==> src/rtl/pipelined_barrel_shifter_pkg.sv <==
// Shared definitions for the pipelined barrel shifter: operation codes and
// the mapping of log-shift levels onto pipeline stages.
package shifter_pkg;

  localparam int MODE_W = 3;

  localparam logic [MODE_W-1:0] SHIFT_SLL = 3'd0;
  localparam logic [MODE_W-1:0] SHIFT_SRL = 3'd1;
  localparam logic [MODE_W-1:0] SHIFT_SRA = 3'd2;
  localparam logic [MODE_W-1:0] SHIFT_ROL = 3'd3;
  localparam logic [MODE_W-1:0] SHIFT_ROR = 3'd4;

  // Stage that performs shift level i (shift by 2**i).
  function automatic int stage_of_level(input int i, input int stages, input int shamt_w);
    return (i * stages) / shamt_w;
  endfunction

  // Lowest level handled by stage s; returns shamt_w when s is past the last stage,
  // so first_level(s+1) - first_level(s) is the level count of stage s.
  function automatic int first_level(input int s, input int stages, input int shamt_w);
    int r;
    r = shamt_w;
    for (int i = shamt_w - 1; i >= 0; i--) begin
      if (stage_of_level(i, stages, shamt_w) >= s) r = i;
    end
    return r;
  endfunction

endpackage

==> src/rtl/pipelined_barrel_shifter_if.sv <==
// Input/output handshake bundle of the pipelined barrel shifter.
interface pipelined_barrel_shifter_if import shifter_pkg::*; #(
  parameter int WIDTH = 32,
  parameter int TAG_W = 5
) ();
  localparam int SHAMT_W = $clog2(WIDTH);

  logic               in_valid;
  logic               in_ready;
  logic [WIDTH-1:0]   in_data;
  logic [SHAMT_W-1:0] in_shamt;
  logic [MODE_W-1:0]  in_mode;
  logic [TAG_W-1:0]   in_tag;
  logic               out_valid;
  logic               out_ready;
  logic [WIDTH-1:0]   out_data;
  logic [TAG_W-1:0]   out_tag;

  // Issue side: produces operations and consumes results.
  modport master (
    output in_valid, in_data, in_shamt, in_mode, in_tag, out_ready,
    input  in_ready, out_valid, out_data, out_tag
  );

  // Shifter side.
  modport slave (
    input  in_valid, in_data, in_shamt, in_mode, in_tag, out_ready,
    output in_ready, out_valid, out_data, out_tag
  );
endinterface

==> src/rtl/pipelined_barrel_shifter_shift_stage.sv <==
// Combinational slice of the barrel shifter: applies a contiguous run of
// log-shift levels, lowest level first.
module shift_stage import shifter_pkg::*; #(
  parameter int WIDTH       = 32,
  parameter int FIRST_LEVEL = 0,
  parameter int LEVELS      = 1,
  localparam int SHAMT_W    = $clog2(WIDTH)
) (
  input  logic [WIDTH-1:0]   operand,
  input  logic [SHAMT_W-1:0] shamt,
  input  logic [MODE_W-1:0]  mode,
  output logic [WIDTH-1:0]   result
);

  // One fixed-distance step; reserved codes leave the data untouched.
  function automatic logic [WIDTH-1:0] apply_level(input logic [WIDTH-1:0] d,
                                                   input logic [MODE_W-1:0] m,
                                                   input int amt);
    case (m)
      SHIFT_SLL: return d << amt;
      SHIFT_SRL: return d >> amt;
      SHIFT_SRA: return $unsigned($signed(d) >>> amt);
      SHIFT_ROL: return (d << amt) | (d >> (WIDTH - amt));
      SHIFT_ROR: return (d >> amt) | (d << (WIDTH - amt));
      default:   return d;
    endcase
  endfunction

  // Walk every shamt bit; only the ones owned by this stage take effect.
  always_comb begin
    logic [WIDTH-1:0] acc;
    acc = operand;
    for (int l = 0; l < SHAMT_W; l++) begin
      if (l >= FIRST_LEVEL && l < FIRST_LEVEL + LEVELS && shamt[l]) begin
        acc = apply_level(acc, mode, 1 << l);
      end
    end
    result = acc;
  end

endmodule

==> src/rtl/pipelined_barrel_shifter.sv <==
// Pipelined multi-mode barrel shifter with an elastic valid/ready pipe.
// Each stage applies its share of shift levels before its register.
module pipelined_barrel_shifter import shifter_pkg::*; #(
  parameter int WIDTH  = 32,
  parameter int STAGES = 2,
  parameter int TAG_W  = 5
) (
  input logic clock,
  input logic reset,
  pipelined_barrel_shifter_if.slave bus
);
  localparam int SHAMT_W = $clog2(WIDTH);
  localparam int LAST    = STAGES - 1;

  logic [STAGES-1:0]  valid_reg;
  logic [WIDTH-1:0]   data_reg  [STAGES];
  logic [SHAMT_W-1:0] shamt_reg [STAGES];
  logic [MODE_W-1:0]  mode_reg  [STAGES];
  logic [TAG_W-1:0]   tag_reg   [STAGES];

  logic [STAGES-1:0]  stage_valid;
  logic [WIDTH-1:0]   stage_data  [STAGES];
  logic [SHAMT_W-1:0] stage_shamt [STAGES];
  logic [MODE_W-1:0]  stage_mode  [STAGES];
  logic [TAG_W-1:0]   stage_tag   [STAGES];
  logic [WIDTH-1:0]   shifted     [STAGES];
  logic [STAGES-1:0]  advance;

  // A stage may load when it is empty or its occupant moves on (bubble collapse).
  always_comb begin
    advance = '0;
    advance[LAST] = !valid_reg[LAST] || bus.out_ready;
    for (int s = LAST - 1; s >= 0; s--) begin
      advance[s] = !valid_reg[s] || advance[s + 1];
    end
  end

  assign bus.in_ready  = reset && advance[0];
  assign bus.out_valid = valid_reg[LAST];
  assign bus.out_data  = data_reg[LAST];
  assign bus.out_tag   = tag_reg[LAST];

  for (genvar gi = 0; gi < STAGES; gi++) begin : g_stage
    if (gi == 0) begin : g_head
      assign stage_valid[gi] = bus.in_valid;
      assign stage_data[gi]  = bus.in_data;
      assign stage_shamt[gi] = bus.in_shamt;
      assign stage_mode[gi]  = bus.in_mode;
      assign stage_tag[gi]   = bus.in_tag;
    end else begin : g_body
      assign stage_valid[gi] = valid_reg[gi-1];
      assign stage_data[gi]  = data_reg[gi-1];
      assign stage_shamt[gi] = shamt_reg[gi-1];
      assign stage_mode[gi]  = mode_reg[gi-1];
      assign stage_tag[gi]   = tag_reg[gi-1];
    end

    shift_stage #(
      .WIDTH       (WIDTH),
      .FIRST_LEVEL (first_level(gi, STAGES, SHAMT_W)),
      .LEVELS      (first_level(gi + 1, STAGES, SHAMT_W) - first_level(gi, STAGES, SHAMT_W))
    ) u_shift (
      .operand (stage_data[gi]),
      .shamt   (stage_shamt[gi]),
      .mode    (stage_mode[gi]),
      .result  (shifted[gi])
    );
  end

  // Stage registers: cleared by reset, otherwise loaded whenever the stage advances.
  always_ff @(posedge clock) begin
    if (!reset) begin
      valid_reg <= '0;
      for (int s = 0; s < STAGES; s++) begin
        data_reg[s]  <= '0;
        shamt_reg[s] <= '0;
        mode_reg[s]  <= '0;
        tag_reg[s]   <= '0;
      end
    end else begin
      for (int s = 0; s < STAGES; s++) begin
        if (advance[s]) begin
          valid_reg[s] <= stage_valid[s];
          data_reg[s]  <= shifted[s];
          shamt_reg[s] <= stage_shamt[s];
          mode_reg[s]  <= stage_mode[s];
          tag_reg[s]   <= stage_tag[s];
        end
      end
    end
  end

endmodule
==> src/flat_wrapper.sv <==
// flat-port wrapper written by rule: the top's interface ports become plain ports
module pipelined_barrel_shifter_flat import shifter_pkg::*;
#(
  parameter int WIDTH  = 32,
  parameter int STAGES = 2,
  parameter int TAG_W  = 5
)
  (clock, reset, bus_in_valid, bus_in_data, bus_in_shamt, bus_in_mode, bus_in_tag, bus_out_ready, bus_in_ready, bus_out_valid, bus_out_data, bus_out_tag);
  pipelined_barrel_shifter_if #(.WIDTH(WIDTH), .TAG_W(TAG_W)) bus_i ();
  input logic clock;
  input logic reset;
  input wire logic [$bits(bus_i.in_valid)-1:0] bus_in_valid;
  input wire logic [$bits(bus_i.in_data)-1:0] bus_in_data;
  input wire logic [$bits(bus_i.in_shamt)-1:0] bus_in_shamt;
  input wire logic [$bits(bus_i.in_mode)-1:0] bus_in_mode;
  input wire logic [$bits(bus_i.in_tag)-1:0] bus_in_tag;
  input wire logic [$bits(bus_i.out_ready)-1:0] bus_out_ready;
  output wire logic [$bits(bus_i.in_ready)-1:0] bus_in_ready;
  output wire logic [$bits(bus_i.out_valid)-1:0] bus_out_valid;
  output wire logic [$bits(bus_i.out_data)-1:0] bus_out_data;
  output wire logic [$bits(bus_i.out_tag)-1:0] bus_out_tag;
  assign bus_i.in_valid = bus_in_valid;
  assign bus_i.in_data = bus_in_data;
  assign bus_i.in_shamt = bus_in_shamt;
  assign bus_i.in_mode = bus_in_mode;
  assign bus_i.in_tag = bus_in_tag;
  assign bus_i.out_ready = bus_out_ready;
  assign bus_in_ready = bus_i.in_ready;
  assign bus_out_valid = bus_i.out_valid;
  assign bus_out_data = bus_i.out_data;
  assign bus_out_tag = bus_i.out_tag;
  pipelined_barrel_shifter #(.WIDTH(WIDTH), .STAGES(STAGES), .TAG_W(TAG_W)) u_core (.clock(clock), .reset(reset), .bus(bus_i));
endmodule
==> config.mk <==
export PLATFORM = sky130hd
export DESIGN_NAME = pipelined_barrel_shifter_flat
export DESIGN_NICKNAME = d
export VERILOG_FILES = /design/src/rtl/pipelined_barrel_shifter_pkg.sv /design/src/rtl/pipelined_barrel_shifter_if.sv /design/src/rtl/pipelined_barrel_shifter_shift_stage.sv /design/src/rtl/pipelined_barrel_shifter.sv /design/src/flat_wrapper.sv
export SDC_FILE = /design/constraint.sdc
export NUM_CORES = 1
export LEC_CHECK = 0
export BUFFER_PORTS_ARGS = -buffer_cell sky130_fd_sc_hd__buf_2
export CAP_MARGIN = 20
export CORE_MARGIN = 1.5
export CORE_UTILIZATION = 65
export CTS_BUF_LIST = sky130_fd_sc_hd__clkbuf_16
export DETAILED_ROUTE_END_ITERATION = 16
export PLACE_DENSITY_LB_ADDON = 0.25
export SYNTH_ARGS = -nofsm -noshare
export SYNTH_HDL_FRONTEND = slang
export SYNTH_SLANG_ARGS = --single-unit
==> constraint.sdc <==
create_clock -name clock -period 4.7 [get_ports clock]
set_input_delay 0.94 -clock clock [delete_from_list [all_inputs] [get_ports clock]]
set_output_delay 0.94 -clock clock [all_outputs]
set_load 0.02 [all_outputs]
==> results.cfg <==
[run_status]
outcome = finished, final reports clean

[route]
drt_iter0_markers = 1772
routed_via_density = 7.931
antenna_left = 0
wl_per_cell_um = 26.25
routed_wl_um = 27490
drc = 0
vias = 8304
drt_first_pass_iters = 12

[logic_synthesis]
async_reset_ff_share_pct = 0
seq_area_frac_synth_pct = 32.22
synth_seq_cells = 81
avgSynthCellArea_um2 = 8.422
syn_inst = 889
synth_nets = 938
yosys_warnings = 0
yosysUniqueCellTypes = 87
netlist_area_um2 = 7487
synth-main-ff-cell = edfxtp_1
synth_edf_count = 79

[worst_setup_path]
end_kind = flop
arrival_ps = 3780
required_ps = 4760
critPathMaxFanout = 45
worstSetupPathType = in -> reg
startpoint_type = input pin
reg2reg_setup_slack_ps = 1480

[finish]
register_area_um2 = 2412
multi_input_area_um2 = 4368
fill_cells = 866
n_antenna_cell = 0
drive_gt1_share_pct = 18.25
fin_util_pct = 70.63
final_cell_mix = 131 x nor2_1, 87 x buf_2, 79 x edfxtp_1, 57 x nand2_1, 56 x o21ai_0
final_common_cell = nor2_1
area_growth_pct = 6.801
final_nets = 948
largest_register_ff_count = 64
fin_cells = 1047

[global_routing]
gr-total-overflow = 0
grt_pass1_wl_um = 41360
grt_pass1_vias = 7467
grt_max_degree = 46
gr-usage-all-layers_pct = 45.34
antenna_found_initial = 2

[timing]
tightest_slew_ps = 1135
timing.hold.ws_ps = 538.3
maxSlewViolCount = 0
fin_crit_sh_pct = 79.08
finalCriticalPeriod_ps = 3717
setup_viol = 0
rsz0062_at_grt = false
timing.final.ws_setup_ps = 983.3
totalNegativeSetupSlack_ps = 0
fmax_mhz = 269.1
timing.slew.headroom_pct = 24.30
hold_violations = 0
finClkSkew_ps = 13.94

[clocking]
clockBufferDepth = 2
hold_buffers = 0
cts_tree = built
clock_latency_ps = 340
cts_max_level = 3
cts_resized = 0
cts_buffers = 9
numClockSinks = 81
cts-root-buf = clkbuf_16
post-cts-setup-buffers = 0
clk_pin_slew_worst_paths_ps = 60

[placed_design]
io_buffers = 87
dp_slack_ps = 785.1
hpwlAfterDp_um = 19040
place_congestion = 1.047
place_inst = 1029

[run]
maxCapViolations = 0

[die]
initial_core_util_pct = 66.14
fp.coreArea_um2 = 11320
die_area_um2 = 12170
chipHeight_um = 110.3
io_pins = 88
row_count = 39
die_x_um = 110.3

[power_and_ir_drop]
powerDensity_nw_per_um2 = 313.1
p_clk_share_pct = 30.4
combPwrFrac_pct = 32.5
seq_power_share_pct = 37.1
swShare_pct = 35.76
ir_drop_mv = 0.3023
p_leak_nw = 3.186
switchingPower_mw = 0.8955
internal-power_mw = 1.608

[hold_path]
hp-class = reg -> reg
==> synth_stat cells, types with 7 or more instances <==
master	count	area share (%)
a211o_1	7	0.82
a211oi_1	11	1.1
a21oi_1	55	3.7
a221o_1	7	0.94
a221oi_1	35	4.1
a221oi_2	7	1.4
a22oi_1	34	3.4
a31oi_1	11	0.92
and3_1	16	1.3
buf_2	19	1.3
buf_4	34	3.4
buf_6	8	1.2
clkbuf_1	49	2.5
edfxtp_1	79	32
inv_1	19	0.95
mux2i_1	17	2.3
nand2_1	57	2.9
nand2b_1	8	0.67
nor2_1	132	6.6
nor3_1	9	0.60
o211ai_1	15	1.5
o21a_1	13	1.3
o21ai_0	56	3.7
o221ai_1	9	1.1
o22ai_1	28	2.3
o32ai_1	8	0.94
==> layout make-up <==
type	count	area share, %
multi-input combinational	674	54.62
sequential	81	30.17
timing repair buffer	113	8.043
clock buffer	9	2.816
tap	143	2.238
clock inverter	7	1.174
inverter	20	0.9388
==> stage by stage <==
step	total power, mW	cell area [um2]
global route	2.580	7996
CTS	2.448	7969
detailed placement	1.700	7650
finish	2.504	7996
global placement	1.677	7650
floorplan	1.495	7487
==> worst max-delay path: stages <==
cell       delay [ps]
buf_2             640
nor4bb_1          480
a21o_1            710
a221oi_2          310
a2111oi_0         590
a211oi_1           90
==> worst paths after layout <==
| check | cells past startpoint | start | endpoint |
|---|---|---|---|
| worst min-delay path | 1 | u_core.valid_reg[0] | u_core.valid_reg[1] |
| worst max-delay path | 6 | bus_in_shamt[0] | u_core.data_reg[0][6] |
| worst min register to register | 1 | u_core.valid_reg[0] | u_core.valid_reg[1] |
| worst max register to register | 6 | u_core.mode_reg[0][0] | u_core.data_reg[0][32] |
==> power by group through the flow <==
stage	logic [mW]	registers [mW]	clock network (mW)
after floorplan	0.572	0.923	0
after detailed placement	0.763	0.937	0
after CTS	0.768	0.924	0.755
after global placement	0.745	0.933	0
final	0.813	0.930	0.761
after global routing	0.855	0.936	0.789
==> kinds of logic after synthesis <==
group	count (synthesis)	synth area share, %
AO/OA/AOI/OAI	379	37.87
AND/OR/NAND/NOR	268	16.66
buffers and inverters	134	9.542
flip-flops	81	32.22
multiplexers	22	3.025
XOR/XNOR	5	0.6853
==> routing by layer <==
layer / GRT usage [%] / part of all wire (%)
met4: 30.68 / 8.2
met5: 0 / 0.047
met3: 14.64 / 15
met1: 56.14 / 34
met2: 67.02 / 42
No activity file was read; power rests on OpenSTA's default activity.
